===== src/rtl/pn_pkg.sv =====
// pn_pkg: shared opcodes, FSM state codes and mode encoding for the
// Polish-notation stack evaluator.
package pn_pkg;

  localparam int unsigned OPC_W = 3;
  localparam int unsigned ST_W  = 2;

  // Opcode values carried in the token field when operator = 1
  localparam logic [OPC_W-1:0] OP_ADD = 3'd0;
  localparam logic [OPC_W-1:0] OP_SUB = 3'd1;
  localparam logic [OPC_W-1:0] OP_MUL = 3'd2;
  localparam logic [OPC_W-1:0] OP_ABS = 3'd3;

  // FSM state codes
  localparam logic [ST_W-1:0] ST_IDLE = 2'd0;
  localparam logic [ST_W-1:0] ST_RECV = 2'd1;
  localparam logic [ST_W-1:0] ST_EVAL = 2'd2;
  localparam logic [ST_W-1:0] ST_OUT  = 2'd3;

  // Expression notation, latched with the first token
  localparam logic MODE_PREFIX  = 1'b0;
  localparam logic MODE_POSTFIX = 1'b1;

endpackage


===== src/rtl/pn_stack_eval_if.sv =====
// pn_stack_eval_if: token input and result output handshake bundle.
// master = token source / result sink, slave = evaluator.
interface pn_stack_eval_if #(
  parameter int unsigned DATA_W = 32,
  parameter int unsigned IN_W   = 3
);
  logic                     mode;
  logic                     in_valid;
  logic                     in_ready;
  logic                     operator;
  logic [IN_W-1:0]          in;
  logic                     in_last;
  logic                     out_valid;
  logic                     out_ready;
  logic signed [DATA_W-1:0] out;
  logic                     out_err;

  modport master (
    output mode, in_valid, operator, in, in_last, out_ready,
    input  in_ready, out_valid, out, out_err
  );

  modport slave (
    input  mode, in_valid, operator, in, in_last, out_ready,
    output in_ready, out_valid, out, out_err
  );
endinterface


===== src/rtl/pn_alu.sv =====
// pn_alu: combinational operator unit for the PN evaluator.
// Optional feature: define PN_SAT_EN to clamp results to the signed
// DATA_W range instead of wrapping.
module pn_alu
  import pn_pkg::*;
#(
  parameter int unsigned DATA_W = 32,
  parameter int unsigned IN_W   = 3
) (
  input  logic signed [DATA_W-1:0] op1,
  input  logic signed [DATA_W-1:0] op2,
  input  logic [IN_W-1:0]          opcode,
  output logic signed [DATA_W-1:0] result,
  output logic                     rsvd
);

`ifdef PN_SAT_EN
  // Wide enough for the exact product and for |sum| of two extremes
  localparam int unsigned WW = 2 * DATA_W + 2;
  localparam logic signed [WW-1:0] SMAX = {{(WW-DATA_W+1){1'b0}}, {(DATA_W-1){1'b1}}};
  localparam logic signed [WW-1:0] SMIN = {{(WW-DATA_W+1){1'b1}}, {(DATA_W-1){1'b0}}};
`else
  localparam int unsigned WW = DATA_W;
`endif

  logic signed [WW-1:0] a;
  logic signed [WW-1:0] b;
  logic signed [WW-1:0] sum;
  logic signed [WW-1:0] v;

  assign a   = WW'(op1);
  assign b   = WW'(op2);
  assign sum = a + b;

  // Opcode decode at working width; reserved codes yield 0
  always_comb begin
    rsvd = 1'b0;
    v    = '0;
    case (opcode)
      IN_W'(OP_ADD): v = sum;
      IN_W'(OP_SUB): v = a - b;
      IN_W'(OP_MUL): v = a * b;
      IN_W'(OP_ABS): v = sum[WW-1] ? -sum : sum;
      default:       rsvd = 1'b1;
    endcase
  end

  // Narrow to DATA_W: wrap by default, clamp when saturation is built in
  always_comb begin
    result = v[DATA_W-1:0];
`ifdef PN_SAT_EN
    if (v > SMAX) begin
      result = SMAX[DATA_W-1:0];
    end else if (v < SMIN) begin
      result = SMIN[DATA_W-1:0];
    end
`endif
  end

endmodule


===== src/rtl/pn_stack_eval.sv =====
// pn_stack_eval: buffers one framed prefix/postfix token stream, evaluates
// it one token per cycle on an internal stack and returns a registered
// signed result with a sticky error flag. Saturation via PN_SAT_EN (pn_alu).
module pn_stack_eval
  import pn_pkg::*;
#(
  parameter int unsigned DATA_W = 32,
  parameter int unsigned IN_W   = 3,
  parameter int unsigned DEPTH  = 16
) (
  input  logic             clk,
  input  logic             rst,
  pn_stack_eval_if.slave   bus
);

  localparam int unsigned CNT_W = $clog2(DEPTH + 1);
  localparam int unsigned IDX_W = (DEPTH > 1) ? $clog2(DEPTH) : 1;
  localparam int unsigned TOK_W = IN_W + 1;

  logic [ST_W-1:0]          state_q, state_d;
  logic                     mode_q, mode_d;
  logic [CNT_W-1:0]         cnt_q, cnt_d;
  logic [CNT_W-1:0]         rem_q, rem_d;
  logic [CNT_W-1:0]         sp_q, sp_d;
  logic [IDX_W-1:0]         idx_q, idx_d;
  logic                     err_q, err_d;
  logic                     in_ready_q, in_ready_d;
  logic                     out_valid_q, out_valid_d;
  logic                     out_err_q, out_err_d;
  logic signed [DATA_W-1:0] out_q, out_d;
  logic [TOK_W-1:0]         buf_q [DEPTH];
  logic [TOK_W-1:0]         buf_d [DEPTH];
  logic signed [DATA_W-1:0] stk_q [DEPTH];
  logic signed [DATA_W-1:0] stk_d [DEPTH];

  logic                     xfer;
  logic [TOK_W-1:0]         tok;
  logic [TOK_W-1:0]         cur;
  logic                     go_eval;
  logic                     fin_err;
  logic signed [DATA_W-1:0] tos, nos;
  logic signed [DATA_W-1:0] alu_op1, alu_op2, alu_res;
  logic                     alu_rsvd;

  assign xfer = bus.in_valid & bus.in_ready;
  assign tok  = {bus.operator, bus.in};
  assign cur  = buf_q[idx_q];

  assign bus.in_ready  = in_ready_q & ~rst;
  assign bus.out_valid = out_valid_q;
  assign bus.out       = out_q;
  assign bus.out_err   = out_err_q;

  // Top two stack entries, ordered into operands by the latched notation
  always_comb begin
    tos = stk_q[IDX_W'(sp_q - CNT_W'(1))];
    nos = stk_q[IDX_W'(sp_q - CNT_W'(2))];
    if (mode_q == MODE_POSTFIX) begin
      alu_op1 = nos;
      alu_op2 = tos;
    end else begin
      alu_op1 = tos;
      alu_op2 = nos;
    end
  end

  pn_alu #(
    .DATA_W (DATA_W),
    .IN_W   (IN_W)
  ) u_alu (
    .op1    (alu_op1),
    .op2    (alu_op2),
    .opcode (cur[IN_W-1:0]),
    .result (alu_res),
    .rsvd   (alu_rsvd)
  );

  // Next-state, buffer/stack update and result capture
  always_comb begin
    state_d     = state_q;
    mode_d      = mode_q;
    cnt_d       = cnt_q;
    rem_d       = rem_q;
    sp_d        = sp_q;
    idx_d       = idx_q;
    err_d       = err_q;
    out_valid_d = out_valid_q;
    out_err_d   = out_err_q;
    out_d       = out_q;
    buf_d       = buf_q;
    stk_d       = stk_q;
    go_eval     = 1'b0;
    fin_err     = 1'b0;

    case (state_q)
      ST_IDLE: begin
        if (xfer) begin
          mode_d   = bus.mode;
          buf_d[0] = tok;
          cnt_d    = CNT_W'(1);
          sp_d     = '0;
          err_d    = 1'b0;
          state_d  = ST_RECV;
          go_eval  = bus.in_last;
        end
      end
      ST_RECV: begin
        if (xfer) begin
          if (cnt_q < CNT_W'(DEPTH)) begin
            buf_d[IDX_W'(cnt_q)] = tok;
            cnt_d = cnt_q + CNT_W'(1);
          end else begin
            err_d = 1'b1;
          end
          go_eval = bus.in_last;
        end
      end
      ST_EVAL: begin
        if (rem_q == '0) begin
          fin_err     = err_q | (sp_q != CNT_W'(1));
          state_d     = ST_OUT;
          out_valid_d = 1'b1;
          out_err_d   = fin_err;
          out_d       = fin_err ? '0 : stk_q[0];
        end else begin
          rem_d = rem_q - CNT_W'(1);
          idx_d = (mode_q == MODE_POSTFIX) ? idx_q + IDX_W'(1) : idx_q - IDX_W'(1);
          if (!cur[IN_W]) begin
            if (sp_q < CNT_W'(DEPTH)) begin
              stk_d[IDX_W'(sp_q)] = DATA_W'(cur[IN_W-1:0]);
              sp_d = sp_q + CNT_W'(1);
            end else begin
              err_d = 1'b1;
            end
          end else if (sp_q < CNT_W'(2)) begin
            err_d = 1'b1;
          end else begin
            stk_d[IDX_W'(sp_q - CNT_W'(2))] = alu_res;
            sp_d = sp_q - CNT_W'(1);
            if (alu_rsvd) begin
              err_d = 1'b1;
            end
          end
        end
      end
      ST_OUT: begin
        if (bus.out_ready) begin
          state_d     = ST_IDLE;
          out_valid_d = 1'b0;
          out_d       = '0;
        end
      end
      default: state_d = ST_IDLE;
    endcase

    // Framing closed: set up the walk order over the stored tokens
    if (go_eval) begin
      state_d = ST_EVAL;
      rem_d   = cnt_d;
      idx_d   = (mode_d == MODE_POSTFIX) ? '0 : IDX_W'(cnt_d - CNT_W'(1));
    end

    in_ready_d = (state_d == ST_IDLE) || (state_d == ST_RECV);
  end

  // Control and result registers with synchronous reset
  always_ff @(posedge clk) begin
    if (rst) begin
      state_q     <= ST_IDLE;
      mode_q      <= MODE_PREFIX;
      cnt_q       <= '0;
      rem_q       <= '0;
      sp_q        <= '0;
      idx_q       <= '0;
      err_q       <= 1'b0;
      in_ready_q  <= 1'b1;
      out_valid_q <= 1'b0;
      out_err_q   <= 1'b0;
      out_q       <= '0;
    end else begin
      state_q     <= state_d;
      mode_q      <= mode_d;
      cnt_q       <= cnt_d;
      rem_q       <= rem_d;
      sp_q        <= sp_d;
      idx_q       <= idx_d;
      err_q       <= err_d;
      in_ready_q  <= in_ready_d;
      out_valid_q <= out_valid_d;
      out_err_q   <= out_err_d;
      out_q       <= out_d;
    end
  end

  // Token buffer and stack storage; contents are qualified by cnt/sp
  always_ff @(posedge clk) begin
    buf_q <= buf_d;
    stk_q <= stk_d;
  end

endmodule


===== src/flat_wrapper.sv =====
// flat-port wrapper written by rule: the top's interface ports become plain ports
module pn_stack_eval_flat import pn_pkg::*;
#(
  parameter int unsigned DATA_W = 32,
  parameter int unsigned IN_W   = 3,
  parameter int unsigned DEPTH  = 16
)
  (clk, rst, bus_mode, bus_in_valid, bus_operator, bus_in, bus_in_last, bus_out_ready, bus_in_ready, bus_out_valid, bus_out, bus_out_err);
  pn_stack_eval_if #(.DATA_W(DATA_W), .IN_W(IN_W)) bus_i ();
  input  logic clk;
  input  logic rst;
  input wire logic [$bits(bus_i.mode)-1:0] bus_mode;
  input wire logic [$bits(bus_i.in_valid)-1:0] bus_in_valid;
  input wire logic [$bits(bus_i.operator)-1:0] bus_operator;
  input wire logic [$bits(bus_i.in)-1:0] bus_in;
  input wire logic [$bits(bus_i.in_last)-1:0] bus_in_last;
  input wire logic [$bits(bus_i.out_ready)-1:0] bus_out_ready;
  output wire logic [$bits(bus_i.in_ready)-1:0] bus_in_ready;
  output wire logic [$bits(bus_i.out_valid)-1:0] bus_out_valid;
  output wire logic [$bits(bus_i.out)-1:0] bus_out;
  output wire logic [$bits(bus_i.out_err)-1:0] bus_out_err;
  assign bus_i.mode = bus_mode;
  assign bus_i.in_valid = bus_in_valid;
  assign bus_i.operator = bus_operator;
  assign bus_i.in = bus_in;
  assign bus_i.in_last = bus_in_last;
  assign bus_i.out_ready = bus_out_ready;
  assign bus_in_ready = bus_i.in_ready;
  assign bus_out_valid = bus_i.out_valid;
  assign bus_out = bus_i.out;
  assign bus_out_err = bus_i.out_err;
  pn_stack_eval #(.DATA_W(DATA_W), .IN_W(IN_W), .DEPTH(DEPTH)) u_core (.clk(clk), .rst(rst), .bus(bus_i));
endmodule

===== config.mk =====
export PLATFORM = sky130hd
export DESIGN_NAME = pn_stack_eval_flat
export DESIGN_NICKNAME = d
export VERILOG_FILES = /design/src/rtl/pn_pkg.sv /design/src/rtl/pn_stack_eval_if.sv /design/src/rtl/pn_alu.sv /design/src/rtl/pn_stack_eval.sv /design/src/flat_wrapper.sv
export SDC_FILE = /design/constraint.sdc
export NUM_CORES = 2
export LEC_CHECK = 0
export BUFFER_PORTS_ARGS = -buffer_cell sky130_fd_sc_hd__buf_2
export CAP_MARGIN = 10
export CORE_MARGIN = 3
export CORE_UTILIZATION = 30
export CTS_CLUSTER_SIZE = 30
export DETAILED_ROUTE_END_ITERATION = 10
export HOLD_SLACK_MARGIN = 0.08
export REMOVE_ABC_BUFFERS = 1
export SYNTH_ARGS = -nofsm -noshare
export SYNTH_HDL_FRONTEND = slang
export SYNTH_SLANG_ARGS = --single-unit

===== constraint.sdc =====
create_clock -name clk -period 11 [get_ports clk]
set_input_delay 0.55 -clock clk [delete_from_list [all_inputs] [get_ports clk]]
set_output_delay 0.55 -clock clk [all_outputs]
set_load 0.01 [all_outputs]

==> out/metrics.csv <==
stage,metric,value,unit
timing,final.setup.worst_slack,0.301,ns
clock_network,cts-htree-levels,2,
route,ant_nets,0,
timing,fmax,93.5,MHz
synthesis,ys_ff_latch,634,
place,pre_cts_ws,0.0994,ns
clock_network,cts_inserted_buffers,60,
setup_path,rrSetupSlack,0.30,ns
setup_path,slowest_stage,fa_1,
clock_network,cts_sinks,634,
clock_network,worstSkewPairLatency,0.66,ns
floorplan,core_area,172000,um2
place,numPortBuffers,44,
timing,setup_viol,0,
worst_hold_path,hp-start,bus_mode,
floorplan,rows,152,
setup_path,worstPathArrival,11.06,ns
grt,grt_max_degree,93,
place,dpl.hpwl,128000,um
route,wl_per_cell,25.7,um
setup_path,r2r_end,u_core.stk_q[347]$_DFFE_PP_,
synthesis,yosys_most_used_dff,edfxtp_1,
setup_path,ff2ff_path_depth,35,
floorplan,fp.dieH,424,um
route,drt-initial-drc-count,4426,
synthesis,netlist_area,52300,um2
finish,n_antenna_cell,0,
finish,final_cell_area,58700,um2
place,gp_congestion,0.989,
finish,final_util,34.0,%
setup_path,cp-startpoint,u_core.sp_q[1]$_SDFFE_PP0P_,
synthesis,ys_seq_area_share,35.3,%
timing,fin_crit,10.70,ns
setup_path,max_stage_delay,0.57,ns
synthesis,synth_top_area_cell,edfxtp_1,
run,maxCapViolCount,0,
worst_hold_path,whs_path_depth,3,
clock_network,ctsHoldBuffers,0,
grt,antenna_found_initial,1,
clock_network,clock_path_buffers,3,
synthesis,synthArstFlopShare,0,%
timing,skew,0.0280,ns
route,drt_first_pass_iters,6,
setup_path,path_max_fanout,33,
synthesis,yosysTopAreaCellShare,33.0,%
synthesis,synthCells,4696,
timing,whs,0.222,ns
timing,worst_pin_slew,0.989,ns
floorplan,die_w,424,um
clock_network,clock-root-buffer,clkbuf_16,
route,totalWireLength,182000,um
synthesis,avgSynthCellArea,11.1,um2
floorplan,dieArea,180000,um2
synthesis,yosys-top-cells-count,"nor2_1 (982), edfxtp_1 (576), inv_1 (540)",
grt,grt_pass1_wl,268000,um
grt,grt-ovfl-total,0,
floorplan,io-pin-count,45,
synthesis,synth_most_common_cell,nor2_1,
worst_hold_path,hold_class,primary input to flop,
synthesis,synth-edff-count,576,
floorplan,initial_utilization,30.3,%
finish,nNetsFinal,5369,
place,placed_area,56400,um2
timing,slew_viol_final,0,
synthesis,ys_types,89,
setup_path,cp-start-kind,flop,
setup_path,end_kind,flop,
setup_path,rr_startpoint,u_core.sp_q[1]$_SDFFE_PP0P_,
finish,layout-drive-gt1-share,17.3,%
timing,rsz0062_at_grt,false,
timing,period_share,97.3,%
worst_hold_path,hold_path_end,u_core.mode_q$_SDFF_PP0_,
timing,finalHoldViolCount,0,
setup_path,cp.required,11.36,ns
timing,relSlewSlack,33.7,%
setup_path,setup.worst_path.class,flop to flop,
grt,grt_use_total,20.0,%
finish,syn_to_final_growth,12.2,%
clock_network,cts_tree,yes,
route,route.vias.total,38800,
route,via_per_inst,5.48,
setup_path,critPathMostFrequentCell,fa_1,
clock_network,cts.clk_slew.worst_paths,0.06,ns
synthesis,ys.warnings.count,0,
synthesis,synth_area_leaders,"edfxtp_1 (33%), fa_1 (16%), mux4_2 (14%), nor2_1 (7.0%), ha_1 (5.6%)",
route,drc,0,
outcome,status,finished clean,
grt,grt_pass1_vias,39600,
## sequential cells by signal, indices dropped and copies added (netlist names)
| name | flops |
|---|---|
| u_core.buf_q | 64 |
| u_core.bus.out | 32 |
| u_core.bus.out_err | 1 |
| u_core.bus.out_valid | 1 |
| u_core.cnt_q | 5 |
| u_core.err_q | 1 |
| u_core.idx_q | 4 |
| u_core.in_ready_q | 1 |
| u_core.mode_q | 1 |
| u_core.rem_q | 5 |
| u_core.sp_q | 5 |
| u_core.state_q | 2 |
| u_core.stk_q | 512 |
## routing by layer
| metal | track usage [%] | wire length, um | vias to the layer above |
|---|---|---|---|
| li1 | - | - | 16200 |
| met1 | 26.2 | 70800 | 20000 |
| met2 | 32.8 | 85800 | 2125 |
| met3 | 3.28 | 17200 | 439 |
| met4 | 8.06 | 8280 | 0 |
| met5 | 0 | 0 | - |
## how the worst max path moves through the flow
stage          slack [ns]                           to
3_5_place_dp          0.1  u_core.stk_q[348]$_DFFE_PP_
6_report             0.30  u_core.stk_q[347]$_DFFE_PP_
4_1_cts              0.06  u_core.stk_q[316]$_DFFE_PP_
5_1_grt              0.06  u_core.stk_q[283]$_DFFE_PP_
2_1_floorplan      -11.42  u_core.stk_q[252]$_DFFE_PP_
3_3_place_gp         0.17  u_core.stk_q[348]$_DFFE_PP_
## area by class of cell
cell class	count	area [um2]
inverters	549	2080
multi-input cells	3224	31100
clock buffers	83	1660
well taps	2310	2890
flip-flops and latches	634	18500
fillers	17100	114000
clock inverters	29	428
repair buffers	246	2100
## repair_timing
action                     in CTS  in global routing
setup endpoints to repair       0                160
resized for setup               0                 14
setup buffers                   0                 12
## worst max-delay path, delay by kind of cell (launching register included)
family	cells	cell delay (ns)
XOR/XNOR	2	0.40
flip-flops	1	0.36
multiplexers	2	0.63
AND/OR/NAND/NOR	3	0.24
adder cells (fa/ha/maj)	11	4.90
AO/OA/AOI/OAI	8	2.12
buffers and inverters	9	1.68
## metrics by stage
stage,std cells,setup TNS (ns)
after global routing,7075,0
after floorplan,4406,-5998.42
after detailed placement,6949,0
final,7075,0
after CTS,7061,0
after global placement,6949,0
## cells in the final DEF (no fill, tap or decap), drive strengths merged, types with 60 or more instances in the layout
master and instances:
fa 411, nor2 1007, o21ai 74, inv 543
nand2 273, mux2i 76, mux4 337, ha 233
xnor2 133, a21oi 139, edfxtp 576, o22ai 60
buf 245, clkbuf 84
## cells by family (layout without fill, tap and decap cells)
logic type      Yosys count  in the layout  share of synthesized area [%]
mux                     419            419                           16.1
simple gates           1483           1483                           11.6
buf+inv                 839            907                           6.35
fa+ha+maj               644            644                           21.3
compound gates          505            505                           6.42
flops                   634            634                           35.3
xor+xnor                172            173                           2.93
Power is not shown: default switching activity piles up to over one toggle a cycle in this logic, so the estimate is an artifact.
